File: config.mk
export PLATFORM = sky130hd
export DESIGN_NAME = udma_evt_arbiter
export DESIGN_NICKNAME = d
export VERILOG_FILES = /design/src/rtl/udma_evt_pkg.sv /design/src/rtl/udma_rr_pick.sv /design/src/rtl/udma_evt_arbiter.sv
export SDC_FILE = /design/constraint.sdc
export NUM_CORES = 1
export LEC_CHECK = 0
export CELL_PAD_IN_SITES_DETAIL_PLACEMENT = 1
export CELL_PAD_IN_SITES_GLOBAL_PLACEMENT = 1
export CORE_MARGIN = 5
export CORE_UTILIZATION = 30
export CTS_BUF_LIST = sky130_fd_sc_hd__clkbuf_16
export CTS_CLUSTER_SIZE = 28
export DETAILED_ROUTE_END_ITERATION = 10
export HOLD_SLACK_MARGIN = 0.08
export PLACE_DENSITY_LB_ADDON = 0.1
export SLEW_MARGIN = 5
export SYNTH_ARGS = -nofsm -noshare
export SYNTH_HDL_FRONTEND = slang
export SYNTH_HIERARCHICAL = 1
export SYNTH_SLANG_ARGS = --single-unit
File: constraint.sdc
create_clock -name clk_i -period 4.14 [get_ports clk_i]
set_input_delay 0.828 -clock clk_i [delete_from_list [all_inputs] [get_ports clk_i]]
set_output_delay 0.828 -clock clk_i [all_outputs]
set_load 0.02 [all_outputs]
File: src/rtl/udma_evt_pkg.sv
// Shared types for the uDMA event arbiter: slot FSM states and the
// source-index width helper.
package udma_evt_pkg;

    typedef enum logic {
        ST_EMPTY = 1'b0,
        ST_FULL  = 1'b1
    } evt_state_e;

    // A single-source configuration still needs a one-bit index.
    function automatic int unsigned calc_src_w(input int unsigned n);
        return (n > 1) ? $clog2(n) : 1;
    endfunction

endpackage

File: src/rtl/udma_rr_pick.sv
// Combinational round-robin pick: scans req starting just after 'last',
// wrapping modulo N_SRC, and returns the first set bit.
module udma_rr_pick #(
    parameter int N_SRC = 4,
    parameter int SRC_W = 2
) (
    input  logic [N_SRC-1:0] req,
    input  logic [SRC_W-1:0] last,
    output logic             gnt_valid,
    output logic [SRC_W-1:0] gnt_idx,
    output logic [N_SRC-1:0] gnt_onehot
);

    int unsigned      pos;
    logic [SRC_W-1:0] idx;

    always_comb begin
        gnt_valid  = 1'b0;
        gnt_idx    = '0;
        gnt_onehot = '0;
        pos        = 0;
        idx        = '0;
        for (int k = 1; k <= N_SRC; k++) begin
            pos = (int'(last) + k) % N_SRC;
            idx = SRC_W'(pos);
            if (!gnt_valid && req[idx]) begin
                gnt_valid       = 1'b1;
                gnt_idx         = idx;
                gnt_onehot[idx] = 1'b1;
            end
        end
    end

endmodule

File: src/rtl/udma_evt_arbiter.sv
// Round-robin arbiter sharing the uDMA event-compare port among N_SRC
// requesters, with a single output slot held until the consumer accepts.
module udma_evt_arbiter
    import udma_evt_pkg::*;
#(
    parameter int N_SRC  = 4,
    parameter int DATA_W = 8,
    parameter int SRC_W  = calc_src_w(N_SRC)
) (
    input  logic                    clk_i,
    input  logic                    rst_i,
    input  logic [N_SRC-1:0]        src_valid_i,
    input  logic [N_SRC*DATA_W-1:0] src_data_i,
    output logic [N_SRC-1:0]        src_ready_o,
    input  logic [N_SRC-1:0]        src_en_i,
    output logic                    evt_valid_o,
    output logic [DATA_W-1:0]       evt_data_o,
    output logic [SRC_W-1:0]        evt_src_o,
    input  logic                    evt_ready_i,
    output logic                    busy_o
);

    evt_state_e        state, state_nxt;
    logic [SRC_W-1:0]  r_last;
    logic [DATA_W-1:0] slot_data_p1;
    logic [SRC_W-1:0]  slot_src_p1;

    logic [N_SRC-1:0]  req;
    logic              can_load;
    logic              hs;
    logic              gnt_valid;
    logic [SRC_W-1:0]  gnt_idx;
    logic [N_SRC-1:0]  gnt_onehot;

    assign req      = src_valid_i & src_en_i;
    assign can_load = (state == ST_EMPTY) | evt_ready_i;
    // Reset blocks any accept so no source loses an event into a dropped slot.
    assign hs       = ~rst_i & can_load & gnt_valid;

    udma_rr_pick #(
        .N_SRC (N_SRC),
        .SRC_W (SRC_W)
    ) u_pick (
        .req        (req),
        .last       (r_last),
        .gnt_valid  (gnt_valid),
        .gnt_idx    (gnt_idx),
        .gnt_onehot (gnt_onehot)
    );

    assign src_ready_o = hs ? gnt_onehot : '0;

    always_comb begin
        state_nxt = state;
        case (state)
            ST_EMPTY: if (hs) state_nxt = ST_FULL;
            ST_FULL:  if (evt_ready_i) state_nxt = hs ? ST_FULL : ST_EMPTY;
            default:  state_nxt = ST_EMPTY;
        endcase
    end

    // Output slot register: loaded only on a source handshake
    always_ff @(posedge clk_i) begin
        if (rst_i) begin
            state        <= ST_EMPTY;
            r_last       <= SRC_W'(N_SRC - 1);
            slot_data_p1 <= '0;
            slot_src_p1  <= '0;
        end else begin
            state <= state_nxt;
            if (hs) begin
                slot_data_p1 <= src_data_i[gnt_idx*DATA_W +: DATA_W];
                slot_src_p1  <= gnt_idx;
                r_last       <= gnt_idx;
            end
        end
    end

    assign evt_valid_o = (state == ST_FULL);
    assign busy_o      = (state == ST_FULL);
    assign evt_data_o  = slot_data_p1;
    assign evt_src_o   = slot_src_p1;

endmodule
==> results of run 1 <==
## sequential cells by signal, indices dropped and copies added (netlist names)
name        flops
evt_data_o      8
r_last          2
busy_o          1
evt_src_o       2
## how the worst max path moves through the flow
stage | depth (start not counted) | to | startpoint | slack, ns
floorplan | 8 | src_ready_o[0] | src_valid_i[1] | 0.85
global placement | 8 | src_ready_o[3] | src_valid_i[1] | -0.04
detailed placement | 8 | src_ready_o[1] | src_valid_i[3] | -0.15
CTS | 8 | src_ready_o[1] | src_valid_i[2] | 0.12
global route | 8 | src_ready_o[1] | src_valid_i[2] | 0.02
finish | 8 | src_ready_o[1] | src_valid_i[2] | 0.14
## synthesized netlist by cell type (all sizes together) (3+ instances only)
cell type,n
a2111o,4
a21oi,8
a22o,10
a31oi,5
and2,8
buf,9
clkbuf,4
dfxtp,13
ha,8
inv,11
mux2i,3
mux4,10
nand2,6
nand2b,3
nand4,6
nor2,3
o31ai,4
or3,5
## final cells by class
class	instances	area, um^2	share of cell area
multi-input cells	104	933	0.442
clock inverters	1	5.00	0.00237
well taps	52	65.1	0.0308
repair buffers	79	733	0.347
inverters	11	41.3	0.0195
flip-flops and latches	13	260	0.123
clock buffers	3	75.1	0.0355
## critical path, delay by kind of cell
kind | cells | cell delay [ns]
muxes | 1 | 0.58
AOI/OAI and AO/OA | 2 | 0.34
and+or+nand+nor | 3 | 0.69
buffers and inverters | 2 | 0.73
## layer usage
metal  GRT usage  up-vias
met4      0.0559        0
met3      0.0390       11
met1       0.213      702
met2       0.300       47
met5           0        -
li1            -      688
## timing repair
action | CTS | global route
hold buffers | 0 | 0
resized for setup | 4 | 0
setup endpoints to repair | 4 | 0
## per-stage QoR
stage	hold WS (ns)	total power, mW	TNS (ns)	cells	setup WS [ns]
after global placement	0.459	0.490	-0.0988	259	-0.0350
after global routing	0.498	0.733	0	263	0.0192
after detailed placement	0.463	0.507	-0.315	259	-0.151
after floorplan	0.502	0.356	0	141	0.848
after CTS	0.476	0.696	0	263	0.116
final	0.474	0.689	0	263	0.139
## cell families (layout without fill, tap and decap cells)
| group | Yosys count | after routing | share of synthesized area |
|---|---|---|---|
| AOI/OAI and AO/OA | 41 | 41 | 0.240 |
| and+or+nand+nor | 41 | 41 | 0.187 |
| buffers and inverters | 24 | 94 | 0.0945 |
| muxes | 14 | 14 | 0.203 |
| DFF | 13 | 13 | 0.198 |
| adders and majority gates | 8 | 8 | 0.0763 |
## power groups by stage
stage	Sequential, mW	Clock (mW)	Combinational [mW]
2_1_floorplan	0.174	0	0.183
3_3_place_gp	0.153	0	0.338
3_5_place_dp	0.154	0	0.353
4_1_cts	0.152	0.192	0.353
5_1_grt	0.154	0.199	0.380
6_report	0.152	0.187	0.350
==> results.ini, run 1 <==
[worst_setup_path]
start_kind = primary input
reg2reg_slack_ns = 1.20
cp.required_ns = 3.31
endpoint_kind = output port
critPathArrivalTime_ns = 3.17
critical_path.max_stage_delay_ns = 0.58
cpMostUsedCell = and2_1
crit_chain = clkdlybuf4s50_1, and2_1, mux4_2, or3_1, a21oi_1, a2111o_1, and2_1, dlygate4sd2_1
path_class = in2out
reg2regPathDepth = 9
reg2reg_from = r_last[1]$_SDFFE_PP1P_
path_max_fanout = 9
crit_slowest_cell = mux4_2
regToRegEndpoint = evt_data_o[6]$_SDFFE_PP0P_

[yosys]
ys.flop_type = dfxtp_1
synth_top_cells_by_area = dfxtp_1 20%, mux4_2 17%, ha_1 7.6%, a22o_1 6.0%, and2_1 3.8%
synth.distinct_cells = 40
ys_warn_count = 6
syn_nets = 192
synth_seq_cells = 13
synth_cells = 141
synth_edf_count = 0
yosysTopAreaCell = dfxtp_1
ys_seq_area_frac = 0.198
synth_top_cell_area_share = 0.198
synthesis.area_mm2 = 0.00131
synthArstFlopShare = 0
syn_avg_cell_area_um2 = 9.30

[clock_tree]
clock-sinks = 13
cts_setup_buffers = 0
clock_path_buffers = 2
cts_buffers = 3
cts_max_level = 1
cts-root-buf = clkbuf_16
clk_latency_ns = 0.24
clk_pin_slew_ns = 0.05
cts_tree = yes

[power_and_ir_drop]
power.density_mw_per_mm2 = 326
pwr-share-comb = 0.508
p_switching_uw = 238
ir_drop_v = 0.000142
seq_power_share = 0.220
p_int_uw = 451
switching_share = 0.345
p_leak_nw = 0.884
clockPowerShare = 0.271

[drt]
wl_per_cell_um = 18.6
wl_met3_um = 231
drc = 0
route.vias.total = 1448
drtIter0Drc = 62
dr_wl_met2_um = 2480
via_per_inst = 5.51
routed.top_layer = met4
wl_met1_um = 2090
drt.antenna.violating_nets = 0
wl_um = 4880
first_pass_iters = 4

[grt]
grt_max_degree = 21
grt_pass1_vias = 1616
grt_use_total = 0.174
overflow = 0
grt_pass1_wl_um = 8390
antenna_found_initial = 0

[cells_and_area]
final_area_mm2 = 0.00211
synthToLayoutAreaGrowth_pct = 61.2
final_common_cell = clkdlybuf4s50_1
layout_common_cells = 54 x clkdlybuf4s50_1, 21 x buf_4, 13 x dfxtp_1, 11 x inv_1, 10 x mux4_2
fill_cells = 507
final_core_util = 0.492
n_antenna_cell = 0
fin_nets = 263
layout-drive-gt1-share = 0.194

[sta]
slew_headroom = 0.747
setup_viol = 0
fin_crit_ns = 4.00
fin_crit_sh = 0.966
finalClockSkew_ns = 0.00270
maxSlewViolCount = 0
fmax_mhz = 250
rsz0062_at_grt = false
finalHoldViolCount = 0
worst_pin_slew_ns = 0.380

[floorplan]
core_area_mm2 = 0.00429
dieWidth_um = 76.1
initial_core_util = 0.305
dieArea_mm2 = 0.00579
pin_count = 59
die_h_um = 76.1
rows = 24

[outcome]
status = finished clean

[job]
drv_cap = 0

[place]
place_area_mm2 = 0.00204
port_buffers = 58
gp_congestion = 0.820
hpwl_um = 3810

[min_path]
hold_start = evt_data_o[6]$_SDFFE_PP0P_
min_delay_path_depth = 1
worstHoldPathType = reg2reg
worstHoldEndpoint = evt_data_o[6]$_SDFFE_PP0P_

Power figures use the tool's default switching activity.
==> run 2: changes to the inputs <==
TNS_END_PERCENT = 100   (was not set)
==> results of run 2 <==
No change in the layout: final DEF, timing and power equal those of run 1.
==> run 3: changes to the inputs <==
PLACE_DENSITY_LB_ADDON = 0.15   (was 0.1)
==> run 3 against run 2 <==
First-iteration DRC count is 37% higher; clock-buffer cell count stayed put; sequential power hardly changed; die area stayed put; clock skew hardly changed; largest cell class unchanged; sequential share of layout area stayed put; register-to-register slack hardly changed; combinational power hardly changed; setup slack worse by 0.035 ns; global-route usage is 0.63 points lower; power is 0.69% lower; routed wire length is 1.3% lower.
==> results.ini, run 3 (synthesis results as in run 1) <==
[job]
drv_cap = 0  ; unchanged

[floorplan]
dieArea_mm2 = 0.00579  ; unchanged
dieWidth_um = 76.1  ; unchanged
core_area_mm2 = 0.00429  ; unchanged
initial_core_util = 0.305  ; unchanged
die_h_um = 76.1  ; unchanged
pin_count = 59  ; unchanged
rows = 24  ; unchanged

[clock_tree]
clock_path_buffers = 2  ; unchanged
clock-sinks = 13  ; unchanged
cts_buffers = 3  ; unchanged
clk_latency_ns = 0.24  ; about the same
cts_max_level = 1  ; unchanged
cts-root-buf = clkbuf_16
clk_pin_slew_ns = 0.04  ; about the same
cts_tree = yes

[cells_and_area]
n_antenna_cell = 0  ; unchanged
synthToLayoutAreaGrowth_pct = 61.2  ; unchanged
final_area_mm2 = 0.00211  ; unchanged
fin_nets = 262  ; -0.38%
final_common_cell = clkdlybuf4s50_1
layout-drive-gt1-share = 0.195  ; +0.000925
largest_reg_flops = 8  ; unchanged
layout_common_cells = 54 x clkdlybuf4s50_1, 20 x buf_4, 13 x dfxtp_1, 12 x inv_1, 10 x mux4_2

[worst_setup_path]
start_kind = primary input
crit_slowest_cell = mux4_2
cp.required_ns = 3.31  ; about the same
critPathArrivalTime_ns = 3.21  ; +0.04 ns
critical_path.max_stage_delay_ns = 0.54  ; -0.04 ns
crit_chain = clkdlybuf4s50_1, and2_2, mux4_2, buf_4, or3_1, a21oi_1, a2111o_1, and2_1, dlygate4sd2_1
crit_start = src_valid_i[2]
path_class = in2out
path_max_fanout = 7  ; -2
reg2reg_from = r_last[1]$_SDFFE_PP1P_
endpoint_kind = output port

[grt]
grt_max_degree = 21  ; unchanged
overflow = 0  ; unchanged
grt_use_total = 0.168  ; -0.00630
grt_pass1_vias = 1523  ; -5.8%
antenna_found_initial = 0  ; unchanged
grt_pass1_wl_um = 8050  ; -4.1%

[sta]
fmax_mhz = 248  ; -0.87%
finalClockSkew_ns = 0.00262  ; -0.0000847 ns
fin_crit_sh = 0.975  ; +0.00849
fin_crit_ns = 4.04  ; +0.0352 ns
maxSlewViolCount = 0  ; unchanged
slew_headroom = 0.669  ; -0.0780
setup_viol = 0  ; unchanged
worst_pin_slew_ns = 0.494  ; +0.114 ns
finalHoldViolCount = 0  ; unchanged
timing.hold.ws_ns = 0.471  ; -0.00313 ns

[drt]
wl_um = 4820  ; -1.3%
wl_per_cell_um = 18.4  ; -0.91%
first_pass_iters = 4  ; unchanged
via_per_inst = 5.47  ; -0.66%
drtIter0Drc = 85  ; +37%
route.vias.total = 1433  ; -1.0%
drt.antenna.violating_nets = 0  ; unchanged
drc = 0  ; unchanged

[outcome]
status = finished clean

[place]
gp_congestion = 0.880  ; +7.3%
hpwl_um = 3820  ; +0.38%
place_area_mm2 = 0.00202  ; -0.80%
port_buffers = 58  ; unchanged

[power_and_ir_drop]
ir_drop_v = 0.000143  ; +0.69%
p_leak_nw = 0.879  ; -0.61%
power.density_mw_per_mm2 = 324  ; -0.69%

[min_path]
hold_start = evt_data_o[4]$_SDFFE_PP0P_
worstHoldPathType = reg2reg

[run 3: layout make-up]
| cell class | count | area, um^2 |
|---|---|---|
| Clock buffer | 3 | 75.1 |
| Clock inverter | 1 | 3.75 |
| Fill cell | 515 | 2180 |
| Inverter | 11 | 41.3 |
| Multi-Input combinational cell | 104 | 941 |
| Sequential cell | 13 | 260 |
| Tap cell | 52 | 65.1 |
| Timing Repair Buffer | 78 | 727 |
[run 3: final timing paths]
| path | endpoint | slack [ns] | cells after the start |
|---|---|---|---|
| max | src_ready_o[3] | 0.10 | 9 |
| min | evt_data_o[4]$_SDFFE_PP0P_ | 0.47 | 1 |
| max reg2reg | evt_data_o[6]$_SDFFE_PP0P_ | 1.21 | 9 |
| min reg2reg | evt_data_o[4]$_SDFFE_PP0P_ | 0.47 | 1 |
[run 3: per-layer routing]
layer | vias to the layer above | GRT usage | wire [um]
li1 | 684 | - | -
met1 | 701 | 0.204 | 2060
met2 | 43 | 0.296 | 2500
met3 | 5 | 0.0331 | 216
met4 | 0 | 0.0490 | 48
met5 | - | 0 | 0
[run 3: report_power, final]
part	internal (mW)	switching (mW)
clock network	0.127	0.0523
registers	0.142	0.00906
logic	0.180	0.173
total	0.450	0.234
[run 3: per-stage QoR]
step                 TNS, ns   util  setup WS, ns  total power, mW  cells
floorplan                  0      -         0.848            0.356    141
global placement      -0.131  0.471       -0.0344            0.487    256
detailed placement    -0.330  0.471       -0.0992            0.503    256
CTS                        0  0.488         0.149            0.686    260
global route        -0.00963  0.492      -0.00963            0.728    262
finish                     0  0.492         0.104            0.684    262
[run 3: worst max-delay path, delay by kind of cell]
kind / cells / cell delay, ns
AND/OR/NAND/NOR: 3 / 0.67
AO/OA/AOI/OAI: 2 / 0.29
buffers and inverters: 3 / 0.89
multiplexers: 1 / 0.54
[run 3: what timing repair did]
action	CTS	global route
hold buffers	0	0
resized for setup	4	2
hold endpoints to repair	0	0
endpoints found under the setup margin	4	1
buffers inserted	0	2
